==> src/rtl/ps2_key_pkg.sv <==
// Shared constants and types for the PS/2 set-2 key event generator.
// State codes, prefix/reply byte values and the ps2_key field layout.
package ps2_key_pkg;

   localparam logic [2:0] ST_IDLE     = 3'd0;
   localparam logic [2:0] ST_PFX_E0   = 3'd1;
   localparam logic [2:0] ST_PFX_F0   = 3'd2;
   localparam logic [2:0] ST_PFX_E0F0 = 3'd3;
   localparam logic [2:0] ST_SKIP     = 3'd4;

   localparam logic [7:0] BYTE_E0 = 8'hE0;
   localparam logic [7:0] BYTE_F0 = 8'hF0;
   localparam logic [7:0] BYTE_E1 = 8'hE1;
   localparam logic [7:0] BYTE_12 = 8'h12;
   localparam logic [7:0] BYTE_59 = 8'h59;

   // Keyboard protocol replies (ack, resend, BAT result, echo, errors).
   localparam int NUM_REPLY = 8;
   localparam logic [NUM_REPLY-1:0][7:0] REPLY_LIST =
      {8'h00, 8'hAA, 8'hEE, 8'hFA, 8'hFC, 8'hFD, 8'hFE, 8'hFF};

   localparam int KEY_TOGGLE   = 10;
   localparam int KEY_PRESSED  = 9;
   localparam int KEY_EXTENDED = 8;
   localparam int KEY_CODE_MSB = 7;

   typedef struct packed {
      logic       toggle;
      logic       pressed;
      logic       extended;
      logic [7:0] code;
   } ps2_key_t;

   function automatic logic is_reply(input logic [7:0] b);
      logic hit;
      hit = 1'b0;
      for (int i = 0; i < NUM_REPLY; i++)
         if (b == REPLY_LIST[i]) hit = 1'b1;
      return hit;
   endfunction

   function automatic logic is_prefix(input logic [7:0] b);
      return (b == BYTE_E0) || (b == BYTE_F0) || (b == BYTE_E1);
   endfunction

   function automatic logic is_fake_shift(input logic [7:0] b);
      return (b == BYTE_12) || (b == BYTE_59);
   endfunction

endpackage

==> src/rtl/ps2_held_map.sv <==
// 512x1 held-key bitmap indexed by {extended, code}; sweeps itself clear
// after reset (busy high meanwhile) and offers a same-cycle read with write.
module ps2_held_map (
   input  logic       clk_sys,
   input  logic       reset_l,
   input  logic [8:0] addr,
   input  logic       wr_en,
   input  logic       wr_data,
   output logic       held,
   output logic       busy
);

   logic [511:0] map_q;
   logic [8:0]   clr_idx;

   always_ff @(posedge clk_sys or negedge reset_l) begin
      if (!reset_l) begin
         busy    <= 1'b1;
         clr_idx <= '0;
      end else if (busy) begin
         clr_idx <= clr_idx + 9'd1;
         if (clr_idx == 9'h1FF) busy <= 1'b0;
      end
   end

   // Storage carries no reset; the sweep owns it until busy drops.
   always_ff @(posedge clk_sys) begin
      if (busy)       map_q[clr_idx] <= 1'b0;
      else if (wr_en) map_q[addr]    <= wr_data;
   end

   assign held = map_q[addr];

endmodule

==> src/rtl/ps2_key_event_gen.sv <==
// PS/2 set-2 scan byte stream to 11-bit ps2_key event word {toggle,pressed,extended,code}.
// Optional typematic-repeat filter enabled by defining PS2_REPEAT_FILTER_EN.
module ps2_key_event_gen
   import ps2_key_pkg::*;
#(
   parameter int unsigned TIMEOUT_CYC = 25_000_000,
   parameter int unsigned PAUSE_SKIP  = 7
) (
   input  logic        clk_sys,
   input  logic        reset_l,
   input  logic        byte_valid,
   input  logic [7:0]  byte_data,
   output logic        byte_ready,
   output logic [10:0] ps2_key,
   output logic        key_strobe,
   output logic [7:0]  drop_cnt
);

   localparam int TW = (TIMEOUT_CYC < 2) ? 1 : $clog2(TIMEOUT_CYC);
   localparam int SW = (PAUSE_SKIP < 2) ? 1 : $clog2(PAUSE_SKIP + 1);

   logic [2:0]    state, st_nx;
   logic [SW-1:0] skip_cnt, skip_nx;
   logic [TW-1:0] timer;
   ps2_key_t      key_q;
   logic          ready_q;
   logic          accept, timeout, f0_stage;
   logic          drop_inc, cand, ev_p, ev_e, emit;

   assign accept   = byte_valid & byte_ready;
   assign f0_stage = (state == ST_PFX_F0) || (state == ST_PFX_E0F0);
   assign timeout  = (state != ST_IDLE) && (timer == TW'(TIMEOUT_CYC - 1));
   assign ps2_key  = key_q;

   always_comb begin
      st_nx    = state;
      skip_nx  = skip_cnt;
      drop_inc = 1'b0;
      cand     = 1'b0;
      ev_p     = 1'b0;
      ev_e     = 1'b0;
      if (accept) begin
         if (state == ST_SKIP) begin
            drop_inc = 1'b1;
            skip_nx  = skip_cnt - SW'(1);
            if (skip_cnt <= SW'(1)) st_nx = ST_IDLE;
         end else if (state == ST_IDLE || (f0_stage && is_prefix(byte_data))) begin
            // A prefix arriving after F0 abandons the half-built break.
            drop_inc = f0_stage;
            st_nx    = ST_IDLE;
            case (byte_data)
               BYTE_E0: st_nx = ST_PFX_E0;
               BYTE_F0: st_nx = ST_PFX_F0;
               BYTE_E1: begin
                  st_nx   = ST_SKIP;
                  skip_nx = SW'(PAUSE_SKIP);
               end
               default: begin
                  if (is_reply(byte_data)) drop_inc = 1'b1;
                  else begin
                     cand = 1'b1;
                     ev_p = 1'b1;
                  end
               end
            endcase
         end else if (state == ST_PFX_E0) begin
            st_nx = ST_IDLE;
            if (byte_data == BYTE_F0)          st_nx = ST_PFX_E0F0;
            else if (is_fake_shift(byte_data)) drop_inc = 1'b1;
            else begin
               cand = 1'b1;
               ev_p = 1'b1;
               ev_e = 1'b1;
            end
         end else begin
            st_nx = ST_IDLE;
            if (state == ST_PFX_E0F0 && is_fake_shift(byte_data)) drop_inc = 1'b1;
            else begin
               cand = 1'b1;
               ev_e = (state == ST_PFX_E0F0);
            end
         end
      end else if (timeout) begin
         st_nx    = ST_IDLE;
         drop_inc = 1'b1;
      end
   end

`ifdef PS2_REPEAT_FILTER_EN
   logic map_held, map_busy;

   ps2_held_map u_held_map (
      .clk_sys (clk_sys),
      .reset_l (reset_l),
      .addr    ({ev_e, byte_data}),
      .wr_en   (cand),
      .wr_data (ev_p),
      .held    (map_held),
      .busy    (map_busy)
   );

   // Repeated makes of a held key vanish silently; breaks always pass.
   assign emit       = cand & ~(ev_p & map_held);
   assign byte_ready = ready_q & ~map_busy;
`else
   assign emit       = cand;
   assign byte_ready = ready_q;
`endif

   always_ff @(posedge clk_sys or negedge reset_l) begin
      if (!reset_l) begin
         state      <= ST_IDLE;
         skip_cnt   <= '0;
         timer      <= '0;
         key_q      <= '0;
         key_strobe <= 1'b0;
         drop_cnt   <= '0;
         ready_q    <= 1'b0;
      end else begin
         state      <= st_nx;
         skip_cnt   <= skip_nx;
         key_strobe <= emit;
         if (accept || state == ST_IDLE || timeout) timer <= '0;
         else                                       timer <= timer + TW'(1);
         if (emit) begin
            key_q.toggle   <= ~key_q.toggle;
            key_q.pressed  <= ev_p;
            key_q.extended <= ev_e;
            key_q.code     <= byte_data;
         end
         if (drop_inc && drop_cnt != 8'hFF) drop_cnt <= drop_cnt + 8'd1;
`ifdef PS2_REPEAT_FILTER_EN
         ready_q <= ~(accept & cand);
`else
         ready_q <= 1'b1;
`endif
      end
   end

endmodule

==> config.mk <==
export PLATFORM = sky130hd
export DESIGN_NAME = ps2_key_event_gen
export DESIGN_NICKNAME = d
export VERILOG_FILES = /design/src/rtl/ps2_key_pkg.sv /design/src/rtl/ps2_held_map.sv /design/src/rtl/ps2_key_event_gen.sv
export SDC_FILE = /design/constraint.sdc
export NUM_CORES = 1
export LEC_CHECK = 0
export BUFFER_PORTS_ARGS = -buffer_cell sky130_fd_sc_hd__buf_2
export CAP_MARGIN = 20
export CORE_ASPECT_RATIO = 0.75
export CORE_MARGIN = 1.5
export CORE_UTILIZATION = 38
export CTS_CLUSTER_DIAMETER = 150
export DETAILED_ROUTE_END_ITERATION = 10
export GPL_ROUTABILITY_DRIVEN = 0
export SYNTH_ARGS = -nofsm -noshare
export SYNTH_HDL_FRONTEND = slang
export SYNTH_SLANG_ARGS = --single-unit
==> constraint.sdc <==
create_clock -name clk_sys -period 3.9 [get_ports clk_sys]
set_clock_uncertainty 0.2 [all_clocks]
set_input_delay 0.78 -clock clk_sys [delete_from_list [all_inputs] [get_ports clk_sys]]
set_output_delay 0.78 -clock clk_sys [all_outputs]
set_load 0.03 [all_outputs]
# Yosys cells after proc, flatten, opt, wreduce, memory -nomap -nowiden
# Index checks and enable logic that the tools add are counted.
word_totals:
  ff_bits: 52
  word_cells: 107
classes:
  n_addsub: 3
  n_lt_le_gt_ge: 1
  eq_ne: 19
  n_mux: 52
  bitwise_logic: 2
  n_reduce_logical: 20
op_table:
  columns: ["op", "count"]
  rows:
  - ["== test 8 bit (second input constant)", 10]
  - ["2-to-1 mux 1 bit", 40]
  - ["2-to-1 mux 3 bit", 9]
  - ["adder 25 x 1 -> 25 bit (second input constant)", 1]
  - ["== test 25 bit (second input constant)", 1]
  - ["2-to-1 mux 25 bit", 1]
  - ["one-hot mux 3 bit (3 select lines)", 1]
  - ["adder 8 x 1 -> 8 bit (second input constant)", 1]
  - ["== test 8 x 5 -> 1 bit (second input constant)", 1]
  - ["== test 8 x 7 -> 1 bit (second input constant)", 1]
  - ["logical NOT 8 bit", 1]
  - ["inequality test 8 bit (second input constant)", 1]
  - ["logical OR 1 bit", 7]
  - ["== test 3 x 2 -> 1 bit (second input constant)", 2]
  - ["nonzero test 2 bit", 3]
  - ["logical AND 1 bit", 4]
  - ["== test 3 x 1 -> 1 bit (second input constant)", 1]
  - ["== test 3 bit (second input constant)", 1]
  - ["less-or-equal comparator 3 x 1 -> 1 bit (second input constant)", 1]
  - ["logical NOT 3 bit", 1]
  - ["inequality test 3 x 2 -> 1 bit (second input constant)", 1]
  - ["AND reduction 3 bit", 1]
  - ["nonzero test 3 bit", 1]
  - ["OR reduction 3 bit", 1]
  - ["other kinds (5)", 5]

# Logic depth before layout (Yosys ltp)
depth:
  ltp_word: 19
  ltp_mapped: 8

# Worst setup path before layout
# OpenSTA, ideal clock, no wires.
synth_path:
  path_kind: "input to register"
  from: "input byte_data[4]"
  to: "register drop_cnt[1]"
  t_arrival_ns: 2.442
  slack_ns: 1.134
  stages: 6
  cell_sequence: "buf_6 -> or4b_4 -> a211oi_4 -> nor2_2 -> a211oi_4 -> mux2_2"
synth_via:
  elab_chain_len: 19
synth_rtl:
  columns: ["element", "line_no", "rtl"]
  rows:
  - ["start, declared", "ps2_key_event_gen.sv:12", "input logic [7:0] byte_data,"]
  - ["== test 8 bit", "ps2_key_pkg.sv:38", "if (b == REPLY_LIST[i]) hit = 1'b1;"]
  - ["2-to-1 mux 1 bit (8 in a row)", "ps2_key_pkg.sv:38", null]
  - ["2-to-1 mux 1 bit", "ps2_key_event_gen.sv:51", "case (byte_data)"]
  - ["2-to-1 mux 1 bit", "ps2_key_event_gen.sv:47", "end else if (state == ST_IDLE || (f0_stage && is_prefix(byte_data))) begin"]
  - ["2-to-1 mux 1 bit", "ps2_key_event_gen.sv:43", "if (state == ST_SKIP) begin"]
  - ["2-to-1 mux 1 bit", "ps2_key_event_gen.sv:42", "if (accept) begin"]
  - ["2-to-1 mux 1 bit", "ps2_key_event_gen.sv:59", "if (is_reply(byte_data)) drop_inc = 1'b1;"]
  - ["2-to-1 mux 1 bit", "ps2_key_event_gen.sv:51", null]
  - ["2-to-1 mux 1 bit (*)", "ps2_key_event_gen.sv:47", null]
  - ["2-to-1 mux 1 bit (*)", "ps2_key_event_gen.sv:43", null]
  - ["2-to-1 mux 1 bit (*)", "ps2_key_event_gen.sv:42", null]
  - ["logical AND 1 bit (*)", "ps2_key_event_gen.sv:131", "if (drop_inc && drop_cnt != 8'hFF) drop_cnt <= drop_cnt + 8'd1;"]
  - ["end signal, assigned", "ps2_key_event_gen.sv:131", null]
  - ["end, declared", "ps2_key_event_gen.sv:16", "output logic [7:0] drop_cnt"]
# Every way passes the cells marked *; elsewhere a longest branch is shown, timed or not. The select of a mux whose other input is x is not followed.
# A chain may end at the register's enable or synchronous reset.

# Worst setup path after layout
layout_path:
  from: "input byte_data[6]"
  to: "register key_q, in the netlist ps2_key[4]"
layout_via:
  elab_chain_len: 18
layout_rtl:
  columns: ["element", "line_no", "rtl"]
  rows:
  - ["== test 8 bit", "ps2_key_pkg.sv:38", null]
  - ["2-to-1 mux 1 bit (8 in a row)", "ps2_key_pkg.sv:38", null]
  - ["2-to-1 mux 1 bit", "ps2_key_event_gen.sv:51", null]
  - ["2-to-1 mux 1 bit", "ps2_key_event_gen.sv:47", null]
  - ["2-to-1 mux 1 bit", "ps2_key_event_gen.sv:43", null]
  - ["2-to-1 mux 1 bit", "ps2_key_event_gen.sv:42", null]
  - ["2-to-1 mux 1 bit", "ps2_key_event_gen.sv:59", null]
  - ["2-to-1 mux 1 bit", "ps2_key_event_gen.sv:51", null]
  - ["2-to-1 mux 1 bit (*)", "ps2_key_event_gen.sv:47", null]
  - ["2-to-1 mux 1 bit (*)", "ps2_key_event_gen.sv:43", null]
  - ["2-to-1 mux 1 bit (*)", "ps2_key_event_gen.sv:42", null]
  - ["end, declared", "ps2_key_event_gen.sv:25", "ps2_key_t key_q;"]
# Marked as above.

==> impl_metrics.csv <==
group,metric,value,unit
outcome,status,"complete, but fails checks",
outcome,violations,"DRC",
cells_and_area,final_nets,306,
synth,syn_avg_cell_area,10.2,um^2
cells_and_area,fin_cells,376,
global_routing,grt_pass1_wl,8360,um
place,preCtsSetupSlack,0.805,ns
sta,setup_violations,0,
global_routing,antenna_found_initial,0,
synth,synth_ff_type,"dfrtp_1",
critical_path,crit_type,"primary input to flip-flop",
power_and_ir_drop,p_seq_share,53.1,%
sta,fin_ws,1.14,ns
critical_path,reg2regPathDepth,6,
floorplanning,row_count,26,
critical_path,start_kind,"primary input",
detailed_routing,via_per_inst,5.09,
critical_path,r2r-end,"ps2_key[4]",
power_and_ir_drop,switching_share,33.3,%
synth,synth_fp_nets,271,
global_routing,grt_usage,14.5,%
floorplanning,floorplan.initialDensity,39.0,%
detailed_routing,postRouteAntennaNets,0,
cells_and_area,multiInputGateArea,0.00125,mm^2
sta,drv_slew,0,
clock_network,path_clk_slew,0.09,ns
synth,synthTopCellsByArea,"dfrtp_1 (50%), xnor2_1 (6.0%), nor2_1 (4.7%)",
synth,async_reset_ff_share,100,%
critical_path,crit_arrival,2.75,ns
synth,ys_types,44,
floorplanning,die_y,75.0,um
cells_and_area,n_antenna_cell,0,
sta,fin_crit_sh,70.7,%
critical_path,endpoint_kind,"flip-flop",
synth,synth-seq-area-share,49.6,%
place,port_buffers,31,
sta,tightest_slew,0.660,ns
clock_network,cts_resized,0,
clock_network,post_cts_buffers,0,
global_routing,globalRouteOverflowTotal,0,
sta,fin_crit,2.76,ns
detailed_routing,remaining_drc_errors,1,
cells_and_area,fill_cells,655,
floorplanning,io_pins,32,
detailed_routing,wirelength,5010,um
power_and_ir_drop,p_clk_share,25.6,%
power_and_ir_drop,power.total,1.21,mW
sta,maxSlewHeadroom,55.8,%
hold_path,hold_path_class,"flip-flop to flip-flop",
sta,setup_tns,0,ns
sta,rsz0062_at_grt,"false",
cells_and_area,drive_gt1_share,21.6,%
synth,syn_inst,256,
synth,yosysMostFrequentCell,"dfrtp_1",
power_and_ir_drop,share_comb_of_total_power,21.3,%
clock_network,cts-root-buf,"clkbuf_8",
sta,max_freq,363,MHz
power_and_ir_drop,ir_worst_vdd,308,uV
clock_network,cts_tree,"done",
cells_and_area,regArea,0.00130,mm^2
synth,ys_ff_latch,52,
detailed_routing,num_vias,1915,
sta,hold_viol,0,
power_and_ir_drop,power_density,407,mW/mm^2
detailed_routing,wire_per_inst,13.3,um
floorplanning,die-width,99.0,um
synth,synth_top_area_cell,"dfrtp_1",
clock_network,cts_hold_buf,0,
global_routing,grt_pass1_vias,1735,
power_and_ir_drop,switching_power,0.402,mW
synth,ys_top_cells_by_count,"dfrtp_1 (52), nor2_1 (33), nand3_1 (18), xnor2_1 (18), nand2_1 (13)",
floorplanning,core,0.00673,mm^2
critical_path,crit_required,3.89,ns
synth,syn_area,0.00262,mm^2
critical_path,reg2reg_slack,1.38,ns
critical_path,startpoint,"byte_data[6]",
critical_path,reg2reg_from,"state[1]",
cells_and_area,synthToLayoutAreaGrowth,13.0,%
place,dp_cells,368,
job,drv_cap,0,
synth,synth_edf_count,0,
critical_path,crit_end,"ps2_key[4]",
clock_network,clk_latency,0.31,ns
clock_network,cts.sinks,52,
critical_path,crit_fanout,7,
power_and_ir_drop,internal_power,0.805,mW
synth,synth_top_area_share,49.6,%
clock_network,cts_buffers,5,
clock_network,htree_levels,2,
global_routing,grt_max_degree,28,
detailed_routing,drt_pass1_iterations,7,
clock_network,clock_path_buffers,2,
place,hpwl,3700,um
detailed_routing,drt_first_iter_violations,127,
power_and_ir_drop,p_leak,1.20,nW
synth,yosysWarnings,0,
floorplanning,dieArea,0.00742,mm^2
==> worst min-delay path by stage <==
stage | start | end | slack [ns] | cells past startpoint
2_1_floorplan | timer[0] | timer[0] | 0.25 | 1
3_3_place_gp | ps2_key[10] | ps2_key[10] | 0.26 | 1
3_5_place_dp | ps2_key[10] | ps2_key[10] | 0.26 | 1
4_1_cts | ps2_key[10] | ps2_key[10] | 0.28 | 1
5_1_grt | ps2_key[10] | ps2_key[10] | 0.29 | 1
6_report | ps2_key[10] | ps2_key[10] | 0.27 | 1
==> layout make-up <==
cell class,count,share of cell area [%]
Sequential cell,52,43.9
Clock inverter,3,0.759
Clock buffer,5,2.32
Multi-Input combinational cell,189,42.2
Timing Repair Buffer,35,6.24
Tap cell,84,3.54
Inverter,8,1.01
==> layer usage <==
layer | up-vias | part of all wire (%) | global-route usage, %
li1 | 977 | - | -
met1 | 901 | 55 | 22.8
met2 | 30 | 40 | 19.3
met3 | 7 | 4.0 | 3.34
met4 | 0 | 1.2 | 4.76
met5 | - | 0 | 0
==> per-stage QoR <==
step / hold slack (ns) / instance area, um^2 / utilization (%)
2_1_floorplan: 0.255 / 2620 / -
3_3_place_gp: 0.258 / 2870 / 42.7
3_5_place_dp: 0.261 / 2870 / 42.7
4_1_cts: 0.278 / 2970 / 44.0
5_1_grt: 0.290 / 2970 / 44.0
6_report: 0.267 / 2970 / 44.0
==> power by group through the flow <==
stage,sequential [mW],combinational [mW],clock (mW)
detailed placement,0.652,0.260,0
finish,0.640,0.257,0.309
floorplan,0.737,0.0817,0
global route,0.652,0.281,0.345
CTS,0.642,0.261,0.327
global placement,0.652,0.259,0
==> layout by cell type (no fill, tap or decap), drive strengths merged, types with 9 or more instances in the layout <==
master / Yosys / layout
nand2: 13 / 13
xnor2: 18 / 18
dfrtp: 52 / 52
xor2: 11 / 11
nor2: 34 / 34
nand3: 18 / 18
a21oi: 10 / 10
nand4: 10 / 10
mux2: 9 / 9
nor3: 9 / 9
inv: 8 / 9
buf: 4 / 35
==> sequential cells by signal, indices dropped and copies added, names as in the netlist <==
| name | flops |
|---|---|
| byte_ready | 1 |
| drop_cnt | 8 |
| key_strobe | 1 |
| ps2_key | 11 |
| skip_cnt | 3 |
| state | 3 |
| timer | 25 |
==> critical path: stages <==
cell     delay, ns
buf_2         0.14
and3_1        0.24
a41oi_1       0.36
a41oi_1       0.13
nor4_4        0.51
buf_4         0.25
mux2_2        0.34
==> kinds of logic (layout without fill, tap and decap cells) <==
kind of cell,count (synthesis),after routing,share of synthesized area (%)
buf+inv,15,51,2.67
compound gates,30,30,8.11
mux,9,9,3.86
flops,52,52,49.6
fa+ha+maj,4,4,1.91
xor+xnor,29,29,9.68
other cells,1,1,0.143
simple gates,116,116,24.0
Power figures use the tool's default switching activity.
